==> src/rtl/addsub_serial.sv <==
`default_nettype none
// ============================================================================
//  Module      : addsub_serial
//  Description : Digit-serial adder/subtractor, DIGIT bits per clock, with a
//                start/busy/done handshake and carry/overflow/zero flags.
//  Revision    : 1.0 - initial release
// ============================================================================
module addsub_serial #(
   parameter int WIDTH = 32,
   parameter int DIGIT = 8
) (
   input  logic             clk,
   input  logic             rst_n,
   input  logic             start,
   input  logic             sub,
   input  logic [WIDTH-1:0] a,
   input  logic [WIDTH-1:0] b,
   output logic             busy,
   output logic             done,
   output logic [WIDTH-1:0] s,
   output logic             co,
   output logic             ovf,
   output logic             zero
);

   localparam int c_n     = WIDTH / DIGIT;
   localparam int c_cnt_w = (c_n > 1) ? $clog2(c_n) : 1;
   localparam logic [c_cnt_w-1:0] c_last = c_cnt_w'(c_n - 1);

   generate
      if ((WIDTH % DIGIT) != 0) begin : g_bad_digit
         $error("addsub_serial: DIGIT must divide WIDTH exactly");
      end
   endgenerate

   typedef enum logic [0:0] {
      ST_IDLE = 1'b0,
      ST_RUN  = 1'b1
   } state_t;

   state_t               r_state;
   logic [c_cnt_w-1:0]   r_cnt;
   logic                 r_carry;
   logic [WIDTH-1:0]     r_opa;
   logic [WIDTH-1:0]     r_opb;

   logic [DIGIT:0]       w_sum;
   logic [WIDTH-1:0]     w_result;
   logic                 w_cin_msb;

   assign w_sum = {1'b0, r_opa[DIGIT-1:0]} + {1'b0, r_opb[DIGIT-1:0]}
                + {{DIGIT{1'b0}}, r_carry};

   // Carry into the top bit of the digit recovered from that bit's sum.
   assign w_cin_msb = w_sum[DIGIT-1] ^ r_opa[DIGIT-1] ^ r_opb[DIGIT-1];

   generate
      if (c_n == 1) begin : g_single
         assign w_result = w_sum[DIGIT-1:0];
      end else begin : g_multi
         logic [WIDTH-DIGIT-1:0] r_acc;

         assign w_result = {w_sum[DIGIT-1:0], r_acc};

         always_ff @(posedge clk or negedge rst_n) begin
            if (!rst_n) begin
               r_acc <= '0;
            end else if (r_state == ST_RUN) begin
               r_acc <= w_result[WIDTH-1:DIGIT];
            end
         end
      end
   endgenerate

   always_ff @(posedge clk or negedge rst_n) begin
      if (!rst_n) begin
         r_state <= ST_IDLE;
         r_cnt   <= '0;
         r_carry <= 1'b0;
         r_opa   <= '0;
         r_opb   <= '0;
         busy    <= 1'b0;
         done    <= 1'b0;
         s       <= '0;
         co      <= 1'b0;
         ovf     <= 1'b0;
         zero    <= 1'b1;
      end else begin
         done <= 1'b0;
         case (r_state)
            ST_IDLE: begin
               if (start) begin
                  r_opa   <= a;
                  r_opb   <= b ^ {WIDTH{sub}};
                  r_carry <= sub;
                  r_cnt   <= '0;
                  busy    <= 1'b1;
                  r_state <= ST_RUN;
               end
            end
            ST_RUN: begin
               r_opa   <= r_opa >> DIGIT;
               r_opb   <= r_opb >> DIGIT;
               r_carry <= w_sum[DIGIT];
               r_cnt   <= r_cnt + c_cnt_w'(1);
               if (r_cnt == c_last) begin
                  s       <= w_result;
                  co      <= w_sum[DIGIT];
                  ovf     <= w_cin_msb ^ w_sum[DIGIT];
                  zero    <= (w_result == '0);
                  done    <= 1'b1;
                  busy    <= 1'b0;
                  r_state <= ST_IDLE;
               end
            end
            default: r_state <= ST_IDLE;
         endcase
      end
   end

endmodule
`default_nettype wire
==> config.mk <==
export PLATFORM = sky130hd
export DESIGN_NAME = addsub_serial
export DESIGN_NICKNAME = d
export VERILOG_FILES = /design/src/rtl/addsub_serial.sv
export SDC_FILE = /design/constraint.sdc
export NUM_CORES = 1
export LEC_CHECK = 0
export CORE_MARGIN = 2
export CORE_UTILIZATION = 55
export DETAILED_ROUTE_END_ITERATION = 8
export PLACE_DENSITY = 0.82
export SLEW_MARGIN = 20
export SYNTH_ARGS = -nofsm -noshare
export SYNTH_HDL_FRONTEND = slang
export SYNTH_SLANG_ARGS = --single-unit
==> constraint.sdc <==
create_clock -name clk -period 5 [get_ports clk]
set_input_delay 1 -clock clk [delete_from_list [all_inputs] [get_ports clk]]
set_output_delay 1 -clock clk [all_outputs]
set_load 0.05 [all_outputs]
==> results of run 1 <==
stage by stage:
step	power [mW]	area [µm²]
finish	5.10	7590
global route	5.41	7590
CTS	5.12	7580
detailed placement	3.91	7010
global placement	3.82	7010
floorplan	3.25	5920
routing by layer:
metal  up-vias  GRT usage (%)  share of wire, %
met2       116           38.4                51
met1      2025           29.7                42
met5         -              0                 0
li1       2041              -                 -
met3        27           6.42               4.9
met4         0           8.42               2.3
kinds of logic (layout without fill, tap and decap cells):
logic type      count (synthesis)  after routing  synth area share, %
buf+inv                        39            143                 2.64
compound gates                103            103                 9.96
xor+xnor                       38             38                 5.62
mux                            86             86                 15.7
fa+ha+maj                      10             10                 2.37
flops                         129            129                 54.6
simple gates                  129            129                 9.19
area by class of cell:
| cell class | instances | area share (%) |
|---|---|---|
| clock buffer | 17 | 5.46 |
| sequential | 129 | 42.6 |
| inverter | 5 | 0.247 |
| tap | 136 | 2.24 |
| clock inverter | 14 | 2.08 |
| timing repair buffer | 107 | 14.0 |
| multi-input combinational | 366 | 33.4 |
sequential cells by signal, summed over array words and instances, names as in the netlist, 2 cells and up:
register,cells
r_cnt,2
r_opa,32
r_opb,32
g_multi.r_acc,24
s,32
Yosys cell counts, drive strengths merged, types with 3 or more instances:
| master | count | share of area [%] |
|---|---|---|
| clkbuf | 22 | 1.4 |
| a211oi | 10 | 1.3 |
| o2111ai | 3 | 0.44 |
| nand3 | 5 | 0.42 |
| nor2 | 25 | 1.6 |
| xnor2 | 37 | 5.5 |
| ha | 8 | 1.7 |
| buf | 12 | 0.93 |
| mux2i | 33 | 5.6 |
| mux2 | 53 | 10 |
| o21ai | 75 | 6.3 |
| a21oi | 6 | 0.57 |
| inv | 4 | 0.25 |
| nor3 | 5 | 0.42 |
| dfrtp | 128 | 54 |
| nor4 | 6 | 0.63 |
| nand2 | 81 | 5.3 |
worst max path at each step:
stage	from	end	cells after the start
2_1_floorplan	r_carry	zero	7
3_3_place_gp	r_carry	zero	7
3_5_place_dp	r_carry	zero	7
4_1_cts	zero	zero	1
5_1_grt	zero	zero	1
6_report	zero	zero	1
power groups by stage:
| stage | sequential (mW) | clock (mW) | combinational [mW] |
|---|---|---|---|
| after floorplan | 2.19 | 0 | 1.06 |
| final | 1.81 | 1.19 | 2.09 |
| after global placement | 1.80 | 0 | 2.02 |
| after detailed placement | 1.83 | 0 | 2.09 |
| after CTS | 1.82 | 1.20 | 2.11 |
| after global routing | 1.87 | 1.26 | 2.28 |
==> results by group, run 1 <==
Finish
  – Most frequent cells in the layout: dfrtp_1 (127), clkdlybuf4s50_1 (101), nand2_1 (80)
  – Leading cell type in the layout, fill and taps excluded: dfrtp_1
  – Antenna Cells: 0
  – Nets: 704
  – Fill count: between 700 and 800
  – Reg area: 3230 µm²
  – Finished Layout Cells: 774
  – Synth-to-Final Area Change: 28.2%
  – Fin util: 73.2%
  – Layout cells sized above 1: 15.0%
  – Multi-input gate area: between 2000 and 3000 µm²

Detailed routing
  – Detail Route Antenna Nets: 0
  – DRC: 0
  – WL final: 12300 µm
  – DR iter-0 viols: 195
  – Number of detailed-route iterations in the first pass: 4
  – DR vias: 4209
  – Via-to-Cell Ratio: 5.44
  – DR WL/cell: 15.9 µm

Global routing
  – Initial antenna violation count: 0
  – Total track usage: 23.3%
  – First-pass GRT wire length: 20900 µm
  – Number of global-route vias before repair: between 4000 and 5000
  – Gr ovfl total: 0
  – Pin count of the biggest net entering global routing: 135

Clock network
  – Post-CTS Setup Repair Bufs: 0
  – Maximum root-to-sink buffer count: 2
  – Clock root buffer: clkbuf_8
  – Clk slew on worst S/H paths: 0.06 ns
  – Clock Sinks: 129
  – Inserted Clock Buffers: 17
  – Worst skew pair latency: 0.52 ns
  – CTS tree: done
  – Clock H-tree levels: 4
  – Hold_buf cts: 0
  – PostCTS Resize Cnt: 0

Placement
  – DP Cell Count: 743
  – Detailed placer's ending HPWL: 8370 µm
  – Routability Congestion: 0.886
  – Port-buffer cells: about 100
  – Dpl ws: 2.37 ns

Logic synthesis
  – Mean Syn Cell Area: ~11 µm²
  – Primary FF master, synth: dfrtp_1
  – FFs w/ async S/R, synth: 100%
  – Syn nets: 612
  – Cells after Synth: 534
  – #FFs+latches synth: 129
  – Unique masters post-synth: 40
  – Post-Syn Area: 5920 µm²
  – Synth Warn #: 0
  – Sequential cell area fraction in the yosys report: between 50% and 60%
  – EDFF count, synth: 0

Worst setup path
  – Bufs and invs on worst path: 1
  – R2R depth: 7
  – RR Endpoint: zero
  – CP Capture Type: output pin
  – CP delay by family, top: buffers and inverters
  – Critical Path, Cell by Cell: clkdlybuf4s50_1
  – Critical path type: flop to output pin
  – CP Max Fanout: 2
  – CP required: ~4.0 ns
  – Register-to-register setup slack: 2.34 ns
  – CP max-delay cell: clkdlybuf4s50_1
  – Worst reg2reg startpoint: r_carry
  – Critical Path AT: ~1.8 ns
  – CP Launch Type: flop
  – CP peak stage delay: roughly 0.80 ns

STA
  – Setup ws final: 2.16 ns
  – Fin. Hold Viols: 0
  – Final period util: between 50 and 60%
  – Slew @ Worst Pin: 0.892 ns
  – Final Skew: slightly above 0.009 ns
  – Crit path time final: 2.84 ns
  – WHS: 0.481 ns
  – Final setup viols: 0
  – Fmax: 352 MHz
  – Max-slew violations: 0
  – Worst slew margin: 40.5%
  – Setup_tns: 0 ns
  – RSZ-0062 raised after global routing: no

Run status
  – Outcome: finished, final reports clean

Power
  – PwrDens: ~670 nW/µm²
  – Sw Share: 39.6%
  – Leak pwr: 3.35 nW
  – Clock network power share: 23.3%
  – Internal: roughly 3 mW
  – Comb pwr share: 41.1%
  – Sw Pwr: 2.02 mW
  – Flop pwr share: 35.6%
  – Max rail drop VDD: approximately 380 µV

Floorplanning
  – DIE AREA: 11600 µm²
  – Total core area: 10400 µm²
  – Die W: 108 µm
  – Rows: 37
  – Die Y: approximately 110 µm
  – Top-level port count: 105
  – Initial Util: around 57%

Hold path
  – Worst hold start: r_opb[24]
  – WHS Endpoint: r_opb[16]
  – Hold path cells: 2
  – Min-Delay Path Class: flop to flop

Flow run
  – Max-cap violations: 0
Power figures use the tool's default switching activity.
==> run 2, diff against run 1 <==
--- a/config.mk
+++ b/config.mk
@@ -6,9 +6,9 @@
 export NUM_CORES = 1
 export LEC_CHECK = 0
 export CORE_MARGIN = 2
-export CORE_UTILIZATION = 55
+export CORE_UTILIZATION = 48
 export DETAILED_ROUTE_END_ITERATION = 8
-export PLACE_DENSITY = 0.82
+export PLACE_DENSITY = 0.76
 export SLEW_MARGIN = 20
 export SYNTH_ARGS = -nofsm -noshare
 export SYNTH_HDL_FRONTEND = slang
==> constraint.sdc (replaced) <==
create_clock -name clk -period 2.4 [get_ports clk]
set_input_delay 0.48 -clock clk [delete_from_list [all_inputs] [get_ports clk]]
set_output_delay 0.48 -clock clk [all_outputs]
set_load 0.05 [all_outputs]
==> run 2 against run 1 <==
Against the previous run:
- clock skew rose by 0.0042 ns
- routed wire length rose by 4.5%
- clock power rose by 120%
- setup slack got worse by 2.1 ns
- non-clock buffer count rose by 11
- critical endpoint is now zero
- largest cell class unchanged
- largest power group unchanged
- highest routed layer is now met5
==> results by group, run 2 (synthesized netlist as in run 1, its figures left out) <==
Floorplanning
  – Die W: 115 µm (was 108 µm)
  – Die Y: 115 µm (was 108 µm)
  – Initial Util: 49.3% (was 57.1%)
  – Rows: 40 (was 37)
  – DIE AREA: 13200 µm² (was 11600 µm²)
  – Total core area: 12000 µm² (was 10400 µm²)
  – Top-level port count: 105 (unchanged)

Global routing
  – Gr ovfl total: 0 (unchanged)
  – Total track usage: 20.4% (was 23.3%)
  – First-pass GRT wire length: 20900 µm (about the same)
  – Number of global-route vias before repair: 4232 (was 4190)
  – Initial antenna violation count: 1 (was 0)
  – Pin count of the biggest net entering global routing: 73 (was 135)

Detailed routing
  – DR vias: 4246 (was 4209)
  – DRC: 0 (unchanged)
  – WL final: 12900 µm (was 12300 µm)
  – DR iter-0 viols: 244 (was 195)
  – DR WL/cell: 16.2 µm (was 15.9 µm)
  – Number of detailed-route iterations in the first pass: 5 (was 4)
  – Via-to-Cell Ratio: 5.33 (was 5.44)
  – Detail Route Antenna Nets: 0 (unchanged)

Clock network
  – Clock Sinks: 129 (unchanged)
  – Post-CTS Setup Repair Bufs: 0 (unchanged)
  – Inserted Clock Buffers: 17 (unchanged)
  – Clock root buffer: clkbuf_16 (was clkbuf_8)
  – Clk slew on worst S/H paths: 0.06 ns (about the same)
  – Hold_buf cts: 0 (unchanged)
  – CTS tree: done (unchanged)
  – Clock H-tree levels: 4 (unchanged)
  – Worst skew pair latency: 0.42 ns (was 0.52 ns)
  – Maximum root-to-sink buffer count: 2 (unchanged)

STA
  – Fmax: 422 MHz
  – Slew @ Worst Pin: 0.602 ns (was 0.892 ns)
  – Final period util: 98.6%
  – Final setup viols: 0 (unchanged)
  – WHS: 0.0728 ns (was 0.481 ns)
  – Crit path time final: 2.37 ns
  – Final Skew: 0.0135 ns (was 0.00928 ns)
  – Max-slew violations: 0 (unchanged)
  – Worst slew margin: 59.8% (was 40.5%)
  – Fin. Hold Viols: 0 (unchanged)
  – RSZ-0062 raised after global routing: yes (was no)

Power
  – Internal: 6.80 mW (was 3.08 mW)
  – Clock network power share: 24.0% (was 23.3%)
  – Leak pwr: 3.45 nW (was 3.35 nW)
  – Tot Pwr: 11.1 mW (was 5.10 mW)
  – Sw Pwr: 4.35 mW (was 2.02 mW)
  – Sw Share: 39.0% (was 39.6%)
  – Max rail drop VDD: 494 µV (was 379 µV)
  – Comb pwr share: 41.4% (was 41.1%)
  – Flop pwr share: 34.6% (was 35.6%)
  – PwrDens: 1420 nW/µm² (was 672 nW/µm²)

Finish
  – Top Registers: r_opa x32, r_opb x32, s x32 (unchanged)
  – Synth-to-Final Area Change: 32.7% (was 28.2%)
  – Most frequent cells in the layout: dfrtp_1 (127), clkdlybuf4s50_1 (101), nand2_1 (80) (unchanged)
  – Leading cell type in the layout, fill and taps excluded: dfrtp_1 (unchanged)
  – Finished Layout Cells: 796 (was 774)
  – Layout cells sized above 1: 18.2% (was 15.0%)
  – Antenna Cells: 0 (unchanged)
  – Nets: 715 (was 704)
  – Fill count: 926 (was 732)

Placement
  – Routability Congestion: 0.877 (was 0.886)
  – DP Cell Count: 765 (was 743)
  – Port-buffer cells: 104 (unchanged)
  – Detailed placer's ending HPWL: 8600 µm (was 8370 µm)

Run status
  – Outcome: finished, final reports clean (unchanged)

Worst setup path
  – CP Capture Type: flop (was output pin)
  – Critical path type: flop to flop (was flop to output pin)
  – CP Launch Type: flop (unchanged)
  – Critical Path AT: 2.69 ns (was 1.84 ns)
  – CP Max Fanout: 2 (unchanged)
  – CP required: 2.72 ns (was 4.00 ns)

Hold path
  – Min-Delay Path Class: primary input to async pin (was flop to flop)

Flow run
  – Max-cap violations: 0 (unchanged)
run 2: cell type report:
cell class | count | area [µm²] | share of cell area (%)
Clock buffer | 18 | 439 | 5.59
Multi-Input combinational cell | 366 | 2620 | 33.3
Timing Repair Buffer | 118 | 1190 | 15.1
Clock inverter | 13 | 174 | 2.21
Sequential cell | 129 | 3230 | 41.2
Tap cell | 147 | 184 | 2.34
Inverter | 5 | 18.8 | 0.239
run 2: routing by layer:
layer | routed length [µm] | up-vias | track usage, %
met4 | 236 | 2 | 7.79
li1 | - | 2064 | -
met2 | 6500 | 110 | 33.0
met5 | 13 | - | 0
met3 | 563 | 21 | 5.43
met1 | 5590 | 2049 | 26.6
run 2: critical path: stages, from the launching register on:
cell	delay, ns
dfrtp_1	0.41
fa_2	0.42
fa_2	0.46
nor4_4	0.13
nand4_1	0.12
or4_4	0.53
o41ai_2	0.21
run 2: power groups by stage:
stage | clock network, mW | logic (mW) | registers (mW)
after floorplan | 0 | 2.22 | 4.56
after CTS | 2.71 | 4.51 | 3.84
after global routing | 2.80 | 4.99 | 3.96
after detailed placement | 0 | 4.45 | 3.85
final | 2.67 | 4.61 | 3.86
after global placement | 0 | 4.33 | 3.80
run 2: worst paths after layout:
check | slack (ns) | end | from | cells after the start
min in group clk | 0.48 | r_opa[21] | r_opa[29] | 2
worst min-delay path | 0.07 | g_multi.r_acc[23] | rst_n | 1
worst min register to register | 0.48 | r_opa[21] | r_opa[29] | 2
worst max-delay path | 0.03 | zero | r_carry | 6
max in group asynchronous | 1.67 | r_opb[4] | rst_n | 2
worst max register to register | 0.03 | zero | r_carry | 6
run 2: timing repair:
action,in CTS,in global routing
resized for setup,4,9
endpoints found under the hold margin,0,0
setup endpoints to repair,3,3
pin swaps,0,3
run 2: per-stage QoR:
step | setup slack (ns) | utilization [%] | cell area [µm²] | setup TNS [ns]
finish | 0.0325 | 65.4 | 7850 | 0
global route | -0.0601 | 65.4 | 7850 | -0.117
CTS | 0.0111 | 64.8 | 7790 | 0
detailed placement | -0.0945 | 59.6 | 7160 | -0.175
global placement | -0.0410 | 59.6 | 7160 | -0.0410
floorplan | 0.0265 | - | 5920 | 0
